<file path="config.mk">
export PLATFORM = sky130hd
export DESIGN_NAME = systolic_seq_ctrl
export DESIGN_NICKNAME = d
export VERILOG_FILES = /design/src/rtl/systolic_seq_ctrl.sv
export SDC_FILE = /design/constraint.sdc
export NUM_CORES = 1
export LEC_CHECK = 0
export ABC_AREA = 1
export BUFFER_PORTS_ARGS = -buffer_cell sky130_fd_sc_hd__buf_4
export CAP_MARGIN = 15
export CELL_PAD_IN_SITES_DETAIL_PLACEMENT = 0
export CELL_PAD_IN_SITES_GLOBAL_PLACEMENT = 1
export CORE_ASPECT_RATIO = 1.75
export CORE_UTILIZATION = 45
export CTS_CLUSTER_SIZE = 20
export DETAILED_ROUTE_END_ITERATION = 10
export PLACE_DENSITY = 0.87
export SLEW_MARGIN = 20
export SYNTH_ARGS = -nofsm -noshare
export SYNTH_HDL_FRONTEND = slang
export SYNTH_SLANG_ARGS = --single-unit
</file>
<file path="constraint.sdc">
create_clock -name i_clk -period 4.3 [get_ports i_clk]
set_clock_uncertainty 0.05 [all_clocks]
set_input_delay 0.215 -clock i_clk [delete_from_list [all_inputs] [get_ports i_clk]]
set_output_delay 0.215 -clock i_clk [all_outputs]
set_load 0.05 [all_outputs]
</file>
<file path="src/rtl/systolic_seq_ctrl.sv">
// Sequencer for a ROWS x COLS weight-stationary systolic array: weight load, activation feed, drain.
// Optional `define WEIGHT_REUSE_EN adds i_reuse_w to skip the weight read/load phases.
module systolic_seq_ctrl #(
  parameter int unsigned ROWS  = 4,
  parameter int unsigned COLS  = 4,
  parameter int unsigned VEC_W = 16
) (
  input  logic             i_clk,
  input  logic             i_rst_n,
  input  logic             i_start,
  input  logic [VEC_W-1:0] i_num_vec,
`ifdef WEIGHT_REUSE_EN
  input  logic             i_reuse_w,
`endif
  output logic             o_busy,
  output logic             o_done,
  output logic             o_w_rd_en,
  output logic             o_pe_load,
  output logic             o_a_rd_en,
  output logic [VEC_W-1:0] o_a_rd_addr,
  output logic [COLS-1:0]  o_out_valid
);

  // One spare bit so cycle counts of N + ROWS + COLS never wrap.
  localparam int unsigned CntW = VEC_W + 1;

  typedef enum logic [2:0] {
    StIdle,
    StWread,
    StWload,
    StFeed,
    StDrain,
    StDone
  } state_e;

  state_e             r_state, w_state_nxt;
  logic [CntW-1:0]    r_cnt, w_cnt_nxt;
  logic [VEC_W-1:0]   r_num, w_num_nxt;
  logic [CntW-1:0]    w_num_ext, w_num_nxt_ext;
  logic               w_reuse;

  logic               w_busy_nxt, w_done_nxt, w_w_rd_en_nxt, w_pe_load_nxt, w_a_rd_en_nxt;
  logic [VEC_W-1:0]   w_a_rd_addr_nxt;
  logic [COLS-1:0]    w_out_valid_nxt;

`ifdef WEIGHT_REUSE_EN
  assign w_reuse = i_reuse_w;
`else
  assign w_reuse = 1'b0;
`endif

  assign w_num_ext     = {1'b0, r_num};
  assign w_num_nxt_ext = {1'b0, w_num_nxt};

  // State and counter registers.
  always_ff @(posedge i_clk or negedge i_rst_n) begin
    if (!i_rst_n) begin
      r_state <= StIdle;
      r_cnt   <= '0;
      r_num   <= '0;
    end else begin
      r_state <= w_state_nxt;
      r_cnt   <= w_cnt_nxt;
      r_num   <= w_num_nxt;
    end
  end

  // Next-state logic; r_cnt is the cycle offset from the first feed cycle.
  always_comb begin
    w_state_nxt = r_state;
    w_cnt_nxt   = r_cnt;
    w_num_nxt   = r_num;
    unique case (r_state)
      StIdle: begin
        if (i_start) begin
          w_num_nxt = i_num_vec;
          w_cnt_nxt = '0;
          if (i_num_vec == '0) begin
            w_state_nxt = StDone;
          end else if (w_reuse) begin
            w_state_nxt = StFeed;
          end else begin
            w_state_nxt = StWread;
          end
        end
      end
      StWread: w_state_nxt = StWload;
      StWload: begin
        w_state_nxt = StFeed;
        w_cnt_nxt   = '0;
      end
      StFeed: begin
        w_cnt_nxt = r_cnt + CntW'(1);
        if (r_cnt == w_num_ext - CntW'(1)) begin
          w_state_nxt = StDrain;
        end
      end
      StDrain: begin
        w_cnt_nxt = r_cnt + CntW'(1);
        if (r_cnt == w_num_ext + CntW'(ROWS + COLS - 1)) begin
          w_state_nxt = StDone;
        end
      end
      StDone: begin
        w_state_nxt = StIdle;
        w_cnt_nxt   = '0;
      end
      default: begin
        w_state_nxt = StIdle;
        w_cnt_nxt   = '0;
      end
    endcase
  end

  // Output decode from the next state so every output leaves a flop.
  always_comb begin
    w_busy_nxt      = (w_state_nxt != StIdle);
    w_done_nxt      = (w_state_nxt == StDone);
    w_w_rd_en_nxt   = (w_state_nxt == StWread);
    w_pe_load_nxt   = (w_state_nxt == StWload);
    w_a_rd_en_nxt   = (w_state_nxt == StFeed);
    w_a_rd_addr_nxt = (w_state_nxt == StFeed) ? w_cnt_nxt[VEC_W-1:0] : '0;
    w_out_valid_nxt = '0;
    if (w_state_nxt inside {StFeed, StDrain}) begin
      // Column c holds vector t at offset 1 + ROWS + c + t.
      for (int c = 0; c < int'(COLS); c++) begin
        w_out_valid_nxt[c] = (w_cnt_nxt >= CntW'(ROWS + 1 + c)) &&
                             (w_cnt_nxt <= w_num_nxt_ext + CntW'(ROWS + c));
      end
    end
  end

  always_ff @(posedge i_clk or negedge i_rst_n) begin
    if (!i_rst_n) begin
      o_busy      <= 1'b0;
      o_done      <= 1'b0;
      o_w_rd_en   <= 1'b0;
      o_pe_load   <= 1'b0;
      o_a_rd_en   <= 1'b0;
      o_a_rd_addr <= '0;
      o_out_valid <= '0;
    end else begin
      o_busy      <= w_busy_nxt;
      o_done      <= w_done_nxt;
      o_w_rd_en   <= w_w_rd_en_nxt;
      o_pe_load   <= w_pe_load_nxt;
      o_a_rd_en   <= w_a_rd_en_nxt;
      o_a_rd_addr <= w_a_rd_addr_nxt;
      o_out_valid <= w_out_valid_nxt;
    end
  end

endmodule

</file>
==> flow_summary.toml <==
[floorplanning]
core-area_um2 = 14300
fp.dieH_um = 162
die_x_um = 93.3
rows = 58
start_util = 0.460
die-area_um2 = 15100
io_pins = 44

[cts]
cts_num_sinks = 61
cts_tree = "built"
cts.path.max_buffers = 2
cts_buffers = 9
clock-root-buffer = "clkbuf_16"
htreeDepth = 3
clock_latency_ns = 0.34
cts_setup_buffers = 0
path_clk_slew_ns = 0.06

[synthesis]
yosys_warnings = 0
synth_nets = 1065
synth_seq_cells = 61
avgSynthCellArea_um2 = 6.77
synthCells = 971
yosys.area.top_type_share = 0.232
seq_area_frac_synth = 0.232
synth.distinct_cells = 45
yosys.area.top_type = "dfrtp_1"
synth.cell_area_um2 = 6570
synthTopCellsByArea = "dfrtp_1 23%, nand2_1 14%, ha_1 14%"

[worst_setup_path]
worstSetupStartpointType = "flop"
critPathKind = "flop to flop"
slowest_stage = "o32ai_1"
worst_path_largest_cell_delay_ns = 0.44
cp-end-kind = "flop"
crit_required_ns = 4.52
crit_path_cell_trace = "inv_2, nand2_4, nor2_4, nand2_8, nand2_1, o21ai_4, inv_1, ha_1, inv_1, nor2_1, nand2_1, o21ai_1, xor2_1, ha_1, a21oi_1, o21ai_0, nand2_1, o211ai_1, o32ai_1, nand2_1, nor2_1"
worstPathMaxFanout = 18
path_buf_inv = 3
crit_top_cell = "nand2_1"
arrival_ns = 4.21
cp_top_family = "simple AND/OR/NAND/NOR gates"

[finish]
most-common-layout-cells = "253 x nand2_1, 120 x inv_1, 111 x nor2_1"
drive_above_1_share = 0.118
final_nets = 1121
num_antenna_cells = 0
fin_area_um2 = 7470
fin_cells = 1212
layout_commonest_cell = "nand2_1"
syn2layout_area_growth_pct = 13.7
nFillCells = 1468

[placement]
gp_congestion = 1.04
port_buffers = 43
place_area_um2 = 7130
dp_cells = 1195
hpwl_um = 18900

[power]
p_sw_frac = 0.551
switchingPower_mw = 2.65
vdd_drop_max_v = 0.000260
leakagePower_nw = 3.86
powerDensity_nw_per_um2 = 644
p_comb_frac = 0.656
p_seq_frac = 0.182
pwr-share-clk = 0.162
cell_internal_pwr_mw = 2.16

[global_route]
grt-ovfl-total = 0
grt_max_degree = 62
antenna_found_initial = 0
grt_pass1_wl_um = 35600
first_global_vias = 6709
grt.total_usage = 0.320

[detailed_routing]
first_pass_iters = 5
drtAntennaViolNets = 0
via_per_inst = 5.44
wl_per_cell_um = 19.0
num_vias = 6596
drt-total-wl_um = 23000
drt_iter0_drc = 325
drc = 0

[min_path]
hp-class = "primary input to flop"

[timing]
hold_viol_final = 0
post-route-min-period_ns = 3.99
finalCritPeriodShare = 0.928
finalSetupViolCount = 0
tns_ns = 0
worst_slew_pin_slew_ns = 1.13
max_slew_margin = 0.244
rsz0062_at_grt = "false"
drv_slew = 0
clock.fmax_mhz = 251

[run_status]
status = "complete, no violations"

[run]
max-cap-violations = 0
[worst paths after layout]
kind                              startpoint             end  slack [ns]  cells past startpoint
worst max-delay path              r_state[0]  o_out_valid[2]        0.31                     21
worst min-delay path            i_num_vec[6]        r_num[6]        0.18                      3
worst max register to register    r_state[0]  o_out_valid[2]        0.31                     21
worst min register to register    r_state[1]       o_pe_load        0.46                      1
max in group asynchronous            i_rst_n        r_num[1]        3.20                      2
min in group asynchronous            i_rst_n          o_busy        0.46                      2
[cell type report]
cell class | count | area (um^2) | share of cell area
repair buffers | 58 | 438 | 0.0586
flip-flops and latches | 61 | 1530 | 0.204
clock buffers | 10 | 229 | 0.0307
multi-input cells | 765 | 4460 | 0.597
inverters | 132 | 503 | 0.0673
clock inverters | 6 | 87.6 | 0.0117
well taps | 180 | 225 | 0.0302
[tightest hold or removal path: stages]
cell	delay [ns]
buf_4	0.12
inv_1	0.08
o21ai_2	0.09
[per-stage QoR]
stage	power (mW)	util	hold WS (ns)	setup slack, ns
2_1_floorplan	3.08	-	-0.131	0.900
3_3_place_gp	3.96	0.499	0.275	0.252
3_5_place_dp	3.97	0.499	0.291	0.205
4_1_cts	4.76	0.522	0.177	0.177
5_1_grt	5.19	0.522	0.209	0.0590
6_report	4.81	0.522	0.178	0.309
[power by group through the flow]
| stage | clock [mW] | sequential, mW | combinational (mW) |
|---|---|---|---|
| global route | 0.808 | 0.889 | 3.49 |
| CTS | 0.782 | 0.867 | 3.11 |
| global placement | 0 | 0.874 | 3.08 |
| detailed placement | 0 | 0.875 | 3.09 |
| floorplan | 0 | 0.905 | 2.17 |
| finish | 0.778 | 0.874 | 3.16 |
[logic make-up (layout without fill, tap and decap cells)]
kind of cell | Yosys count | after routing | share of synthesized area
buffers and inverters | 145 | 206 | 0.0901
xor gates and xnor gates | 65 | 65 | 0.0866
AOI/OAI and AO/OA | 105 | 105 | 0.0958
DFF | 61 | 61 | 0.232
and+or+nand+nor | 520 | 520 | 0.352
adders and majority gates | 75 | 75 | 0.143
[metal layers]
| metal | routed length (um) | vias to the layer above | track usage | part of all wire |
|---|---|---|---|---|
| li1 | - | 3271 | - | - |
| met1 | 7940 | 3055 | 0.300 | 0.34 |
| met2 | 12300 | 180 | 0.605 | 0.53 |
| met3 | 801 | 90 | 0.0463 | 0.035 |
| met4 | 2020 | 0 | 0.244 | 0.087 |
| met5 | 0 | - | 0 | 0 |
[synthesized netlist by cell type (all sizes together)]
cell type    n
nor4b        1
o41ai        1
or2          2
a211oi       2
nand2      264
clkinv       2
o21ai       49
o22ai        1
nor2       121
ha          75
dfrtp       61
o21bai       3
nand3b       4
nand4       23
a21oi       41
nor3        22
o32ai        1
clkbuf       3
o211ai       3
buf         10
xor2        55
o21a         1
o221ai       1
nor4         9
inv        130
a21o         2
nand3       72
xnor2       10
nor3b        2
[flip-flops by register name (all words and copies together), names as in the netlist]
signal	count
o_out_valid	4
o_pe_load	1
r_state	3
o_busy	1
r_cnt	17
o_w_rd_en	1
o_a_rd_en	1
r_num	16
o_done	1
o_a_rd_addr	16
[timing repair]
| action | CTS | global route |
|---|---|---|
| hold endpoints to repair | 61 | 0 |
| resized for setup | 0 | 1 |
| endpoints found under the setup margin | 0 | 1 |
| hold buffers | 1 | 0 |
(Power assumes the default switching activity.)
